===== src/rtl/button_pkg.sv =====
// Shared definitions for the button press generator: code constants,
// FSM state type and the press-code classifier.
package button_pkg;

  localparam logic [3:0] BTN_NONE = 4'd15;
  localparam int         NUM_BTNS = 8;

  typedef enum logic [1:0] {
    IDLE  = 2'd0,
    PRESS = 2'd1,
    GAP   = 2'd2
  } btn_gen_state_t;

  // Codes 0..7 each select one physical button.
  function automatic logic is_press_code(input logic [3:0] code);
    return code < 4'(NUM_BTNS);
  endfunction

endpackage


===== src/rtl/button_press_gen_timer.sv =====
// Loadable down-counter used to time press and gap intervals.
// A load wins over counting; counting stops at zero so the value never wraps.
module btn_timer #(
  parameter int CNT_W = 4
) (
  input  logic             clk,
  input  logic             rst_n,
  input  logic             load,
  input  logic [CNT_W-1:0] load_val,
  input  logic             en,
  output logic             zero
);

  logic [CNT_W-1:0] cnt;

  // Load on state entry, otherwise count down while enabled and non-zero.
  always_ff @(posedge clk or negedge rst_n) begin
    if (!rst_n) begin
      cnt <= '0;
    end else if (load) begin
      cnt <= load_val;
    end else if (en && (cnt != '0)) begin
      cnt <= cnt - 1'b1;
    end
  end

  assign zero = (cnt == '0);

endmodule


===== src/rtl/button_press_gen.sv =====
// Button press generator: replays button codes as an active-low 8-bit
// button vector (timed press followed by a release gap).
// Optional macro BUTTON_PRESS_GEN_QUEUE_EN adds a one-entry holding register
// so the next code can be accepted while the current one is still playing.
module button_press_gen
  import button_pkg::*;
#(
  parameter int PRESS_CYCLES = 1000,
  parameter int GAP_CYCLES   = 500
) (
  input  logic       clk,
  input  logic       rst_n,
  input  logic       in_valid,
  output logic       in_ready,
  input  logic [3:0] in_button,
  output logic [7:0] btn,
  output logic       busy,
  output logic       done,
  output logic       err
);

  localparam int MAX_CYCLES = (PRESS_CYCLES > GAP_CYCLES) ? PRESS_CYCLES : GAP_CYCLES;
  localparam int CNT_W      = $clog2(MAX_CYCLES + 1);

  btn_gen_state_t   state;
  btn_gen_state_t   launch_state;
  logic             accept;
  logic             launch;
  logic [3:0]       launch_code;
  logic             timer_zero;
  logic             timer_load;
  logic             timer_en;
  logic [CNT_W-1:0] timer_val;
  logic             press_end;
  logic             gap_end;

  assign accept    = in_valid && in_ready;
  assign press_end = (state == PRESS) && timer_zero;
  assign gap_end   = (state == GAP) && timer_zero;

`ifdef BUTTON_PRESS_GEN_QUEUE_EN
  logic       hold_full;
  logic [3:0] hold_code;
  logic       hold_take;

  // A code arriving while a press/gap is still running is parked here.
  // At the final gap cycle an incoming code is launched directly instead.
  assign hold_take = accept && (state != IDLE) && !gap_end;
  assign in_ready  = !hold_full;

  // Holding register occupancy: set on park, cleared when the gap ends.
  always_ff @(posedge clk or negedge rst_n) begin
    if (!rst_n) begin
      hold_full <= 1'b0;
    end else if (hold_take) begin
      hold_full <= 1'b1;
    end else if (gap_end) begin
      hold_full <= 1'b0;
    end
  end

  // Held code payload; only meaningful while hold_full is set.
  always_ff @(posedge clk) begin
    if (hold_take) begin
      hold_code <= in_button;
    end
  end
`else
  assign in_ready = (state == IDLE);
`endif

  // Decide whether a new code starts this edge and which one.
  always_comb begin
    launch      = 1'b0;
    launch_code = in_button;
    case (state)
      IDLE: launch = accept;
`ifdef BUTTON_PRESS_GEN_QUEUE_EN
      GAP: begin
        if (timer_zero) begin
          if (hold_full) begin
            launch      = 1'b1;
            launch_code = hold_code;
          end else begin
            launch = accept;
          end
        end
      end
`endif
      default: launch = 1'b0;
    endcase
  end

  // Classify the launched code into the state it enters.
  always_comb begin
    if (is_press_code(launch_code)) begin
      launch_state = PRESS;
    end else if (launch_code == BTN_NONE) begin
      launch_state = GAP;
    end else begin
      launch_state = IDLE;
    end
  end

  // Timer load on press/gap entry; a press ending always enters a gap.
  always_comb begin
    timer_load = press_end || (launch && (launch_state != IDLE));
    if (press_end || (launch_state == GAP)) begin
      timer_val = CNT_W'(GAP_CYCLES - 1);
    end else begin
      timer_val = CNT_W'(PRESS_CYCLES - 1);
    end
    timer_en = (state != IDLE);
  end

  btn_timer #(
    .CNT_W(CNT_W)
  ) u_timer (
    .clk      (clk),
    .rst_n    (rst_n),
    .load     (timer_load),
    .load_val (timer_val),
    .en       (timer_en),
    .zero     (timer_zero)
  );

  // Main FSM with registered button vector and status pulses.
  always_ff @(posedge clk or negedge rst_n) begin
    if (!rst_n) begin
      state <= IDLE;
      btn   <= 8'hFF;
      busy  <= 1'b0;
      done  <= 1'b0;
      err   <= 1'b0;
    end else begin
      done <= 1'b0;
      err  <= 1'b0;
      if (launch) begin
        state <= launch_state;
        busy  <= (launch_state != IDLE);
        btn   <= (launch_state == PRESS) ? ~(8'b1 << launch_code[2:0]) : 8'hFF;
        err   <= (launch_state == IDLE);
        done  <= (state == GAP);
      end else begin
        case (state)
          PRESS: begin
            if (timer_zero) begin
              btn   <= 8'hFF;
              state <= GAP;
            end
          end
          GAP: begin
            if (timer_zero) begin
              done  <= 1'b1;
              busy  <= 1'b0;
              state <= IDLE;
            end
          end
          default: state <= IDLE;
        endcase
      end
    end
  end

endmodule


===== config.mk =====
export PLATFORM = sky130hd
export DESIGN_NAME = button_press_gen
export DESIGN_NICKNAME = d
export VERILOG_FILES = /design/src/rtl/button_pkg.sv /design/src/rtl/button_press_gen_timer.sv /design/src/rtl/button_press_gen.sv
export SDC_FILE = /design/constraint.sdc
export NUM_CORES = 1
export LEC_CHECK = 0
export BUFFER_PORTS_ARGS = -buffer_cell sky130_fd_sc_hd__buf_4
export CORE_MARGIN = 3
export CORE_UTILIZATION = 35
export CTS_CLUSTER_DIAMETER = 50
export DETAILED_ROUTE_END_ITERATION = 16
export PLACE_DENSITY_LB_ADDON = 0.2
export SYNTH_ARGS = -nofsm -noshare
export SYNTH_HDL_FRONTEND = slang
export SYNTH_HIERARCHICAL = 1
export SYNTH_SLANG_ARGS = --single-unit

===== constraint.sdc =====
create_clock -name clk -period 2.45 [get_ports clk]
set_clock_uncertainty 0.2 [all_clocks]
set_input_delay 0.245 -clock clk [delete_from_list [all_inputs] [get_ports clk]]
set_output_delay 0.245 -clock clk [all_outputs]
set_load 0.02 [all_outputs]

==> results <==
- Counting cells, the worst reg-to-reg path comes to 7.
- The number of antenna violations at the first check in global routing is 0.
- The final instance count without filler cells is 204.
- The fraction of registers with async set or reset after synthesis is 1.00.
- Timing would allow up to 0.428 GHz.
- The post-synthesis sequential area ratio is 0.469.
- The endpoint required time on the critical path is 2.45 ns.
- The total negative slack for setup checks is 0 ns.
- In this run the number of H-tree levels came out at 1.
- The count of cell instances traversed by the critical path is 7.
- After filler insertion, the fill cell instance count of the layout stands at 319.
- The post-placement cell count is 199.
- The mean instance size in the synthesized netlist is 10.3 um2.
- After layout, the design draws a total of 1.70 mW.
- The total grt overflow is 0.
- The first-pass GRT wire length is 4390 um.
- The startpoint identified for the worst hold timing path is in_valid.
- In this run the critical register-to-register path is launched from u_timer/cnt[8]$_DFFE_PN0P_.
- The critical path goes through or4_4 > or3_4 > inv_4 > nand2_4 > o22ai_4 > nor2_1 > a221o_1.
- The clock passes through at most 2 buffers.
- Summing all flip-flop and latch instances after layout gives 586 um2.
- For this configuration, the core starts out at a cell density of 0.368.
- The worst slack at placement is 0.0364 ns.
- The worst hold endpoint is btn[7]$_DFFE_PN1P_.
- The HPWL after detailed placement is 1980 um.
- The final layout contains 167 nets.
- In this run the critical register-to-register path is captured at u_timer/cnt[9]$_DFFE_PN0P_.
- The congestion estimate from routability-driven global placement came to 0.822.
- The die is 65.7 um wide.
- The area overhead of the layout relative to synthesis is 28.6%.
- The post-route worst setup slack is 0.113 ns.
- The number of global-route vias before repair came to 996.
- The worst path buffer plus inverter count is 1.
- The shortest period the worst path allows is 2.34 ns.
- The maximum net fanout on the critical path is 5.
- The category of the worst setup path capture point is a flip-flop.
- The number of enable flip-flop cells after synthesis is 0.
- Across the VDD grid, the largest voltage drop is 0.000415 V.
- The cell with the biggest individual delay on the critical path is sky130_fd_sc_hd__or4_4.
- The class of the tightest hold or removal check is input pin to flip-flop.
- The multi-input logic area is 662 um2.
- Entering global routing, the biggest net connects 24 pins.
- The register bit count reported by yosys is 23.
- The floorplan die area is 0.00432 mm2.
- The repair_antennas step left the layout with diodes totalling 0.
- The cell area after synthesis is 0.00125 mm2.
- The instance count of the mapped netlist is 121.
- The area of the placeable core is 0.00339 mm2.
- For this run, the number of Yosys warnings is 6.
- The count of unresolved DRC violations after routing is 0.
- The detail route stage leaves a number of antenna-violating nets equal to 0.
- The number of buffers inserted by port buffering is 18.
- The share of final-layout standard cells stronger than drive strength 1 is 0.354.
- For this run, the total global-route usage over all layers was measured as 0.132.
- Max-cap violations in this run came to 0.
- TritonCTS built the clock tree.
- The final routed wirelength across all metal layers is 2550 um.
- The type of the worst setup path is flip-flop to flip-flop.
- The critical path's top delay family is simple AND/OR/NAND/NOR gates.
- The final max-slew violation count is 0.
- The hold violation count in the final report is 0.
- The setup-violating endpoint count in the final report is 0.
- The length of the first detailed-routing pass in iterations is 4.
- The worst register-to-register path has a setup slack of 0.11 ns.
- The height of the die is 65.7 um.
- The iteration-0 DRC count of the detailed router is 70.
- Dividing total power by cell area gives a power density of 1060 mW/mm2.
- In the final routed layout, each cell accounts on average for 12.5 um.
- STA puts the critical path data arrival time at 2.34 ns.
- The clock latency of the later-clocked register in the worst-skew pair is 0.30 ns.
- The clock sink count is 23.
- After clock tree synthesis, the clock-pin slew on the worst setup and hold paths is 0.12 ns.
- The via density per instance is 4.89.
- The longest individual stage delay on the worst path is 0.54 ns.
- Setup repair after global routing left no endpoint under its margin.
- The initialized floorplan defines 21 standard-cell rows.
- The startpoint kind of the worst setup timing path is a flip-flop.
- Buffers inserted during clock tree synthesis total 3.
- The count of unique library cells instantiated by Yosys is 47.
- The root cell of the clock tree is sky130_fd_sc_hd__clkbuf_4.
- The analysis attributes to cell leakage a power of 0.693 nW.
- The number of instances on the worst hold path is 3.
- The share of the cycle needed by the critical path after routing is 0.954.
- For this run, the leading register cell type out of synthesis is sky130_fd_sc_hd__dfrtp_1.
- The run finished with clean final reports.
- Summing over every cut layer, the via total after detailed routing is 997.
- Pin placement for this block handled 19 I/O pins.
power by group:
| part | switching, mW | total (mW) | internal [mW] |
|---|---|---|---|
| logic | 0.435 | 0.881 | 0.446 |
| clock network | 0.110 | 0.171 | 0.0608 |
| registers | 0.101 | 0.644 | 0.543 |
flip-flops by register name, summed over array words and instances, names as in the netlist:
register / count
state: 2
btn: 8
busy: 1
done: 1
err: 1
u_timer/cnt: 10
worst max path at each step:
| stage | from | end | slack (ns) |
|---|---|---|---|
| after floorplan | u_timer/cnt[8]$_DFFE_PN0P_ | u_timer/cnt[9]$_DFFE_PN0P_ | -0.006 |
| after global placement | u_timer/cnt[8]$_DFFE_PN0P_ | u_timer/cnt[5]$_DFFE_PN0P_ | 0.08 |
| after detailed placement | u_timer/cnt[8]$_DFFE_PN0P_ | u_timer/cnt[5]$_DFFE_PN0P_ | 0.04 |
| final | u_timer/cnt[8]$_DFFE_PN0P_ | u_timer/cnt[9]$_DFFE_PN0P_ | 0.11 |
| after global routing | u_timer/cnt[8]$_DFFE_PN0P_ | u_timer/cnt[9]$_DFFE_PN0P_ | 0.02 |
| after CTS | u_timer/cnt[8]$_DFFE_PN0P_ | u_timer/cnt[5]$_DFFE_PN0P_ | 0.02 |
routing by layer:
| metal | GRT usage | wire length, um | share of wire |
|---|---|---|---|
| met5 | 0 | 0 | 0 |
| met1 | 0.168 | 1220 | 0.48 |
| met2 | 0.220 | 1230 | 0.48 |
| met4 | 0.0518 | 15 | 0.0059 |
| met3 | 0.0222 | 82 | 0.032 |
what timing repair did:
item	CTS	global route
endpoints found under the hold margin	23	0
setup endpoints to repair	0	3
setup buffers	0	0
hold buffers	1	0
gates resized for setup	0	2
Yosys cell counts (all sizes together), types with 2 or more instances:
cell,count,area [um2]
or4,2,18.8
mux2i,2,20.0
dfrtp,15,375
clkbuf,2,7.51
o21a,3,22.5
conb,2,7.51
nand2,10,40.0
nand4,2,12.5
inv,8,30.0
mux2,3,33.8
xor2,2,17.5
dfstp,8,210
nand2b,3,26.3
o31a,2,17.5
nor3,4,31.3
nor2,7,26.3
a21oi,3,26.3
o21ai,7,35.0
nor2b,3,18.8
or3,2,12.5
nand3,4,20.0
o32a,7,70.1
cell usage in the layout, fill, tap and decap left out, types with 3 or more instances in the layout:
cell type / count
sky130_fd_sc_hd__o21ai_0: 7
sky130_fd_sc_hd__o21a_1: 3
sky130_fd_sc_hd__mux2_2: 3
sky130_fd_sc_hd__nor2b_1: 3
sky130_fd_sc_hd__nor2_1: 7
sky130_fd_sc_hd__dfstp_2: 8
sky130_fd_sc_hd__nand2_1: 9
sky130_fd_sc_hd__o32a_1: 7
sky130_fd_sc_hd__clkbuf_4: 3
sky130_fd_sc_hd__nor3_1: 3
sky130_fd_sc_hd__buf_4: 29
sky130_fd_sc_hd__conb_1: 7
sky130_fd_sc_hd__inv_1: 7
sky130_fd_sc_hd__nand3_1: 4
sky130_fd_sc_hd__dfrtp_1: 15
cell type report:
type / count / area share
Multi-Input combinational cell: 92 / 0.413
Sequential cell: 23 / 0.365
Timing Repair Buffer: 31 / 0.149
Tap cell: 46 / 0.0359
Inverter: 8 / 0.0203
Clock buffer: 3 / 0.0140
Clock inverter: 1 / 0.00312
per-stage QoR:
stage	hold slack, ns	utilization	cell area, um2
2_1_floorplan	-0.251	-	1300
3_3_place_gp	-0.0449	0.459	1560
3_5_place_dp	-0.0399	0.459	1560
4_1_cts	0.00980	0.470	1590
5_1_grt	0.0144	0.473	1600
6_report	0.0225	0.473	1600
kinds of logic (layout without fill, tap and decap cells):
kind of cell,count (synthesis),after routing,synth area share
buffers and inverters,11,43,0.0341
other,2,7,0.00602
muxes,5,5,0.0431
adders and majority gates,1,1,0.0100
and+or+nand+nor,44,44,0.214
AOI/OAI and AO/OA,32,32,0.203
DFF,23,23,0.469
xor gates and xnor gates,3,3,0.0211
tightest hold or removal path: stages:
cell and delay, ns:
sky130_fd_sc_hd__buf_4 0.12, sky130_fd_sc_hd__nand3_1 0.07, sky130_fd_sc_hd__o21a_1 0.10
(Power assumes the default switching activity.)
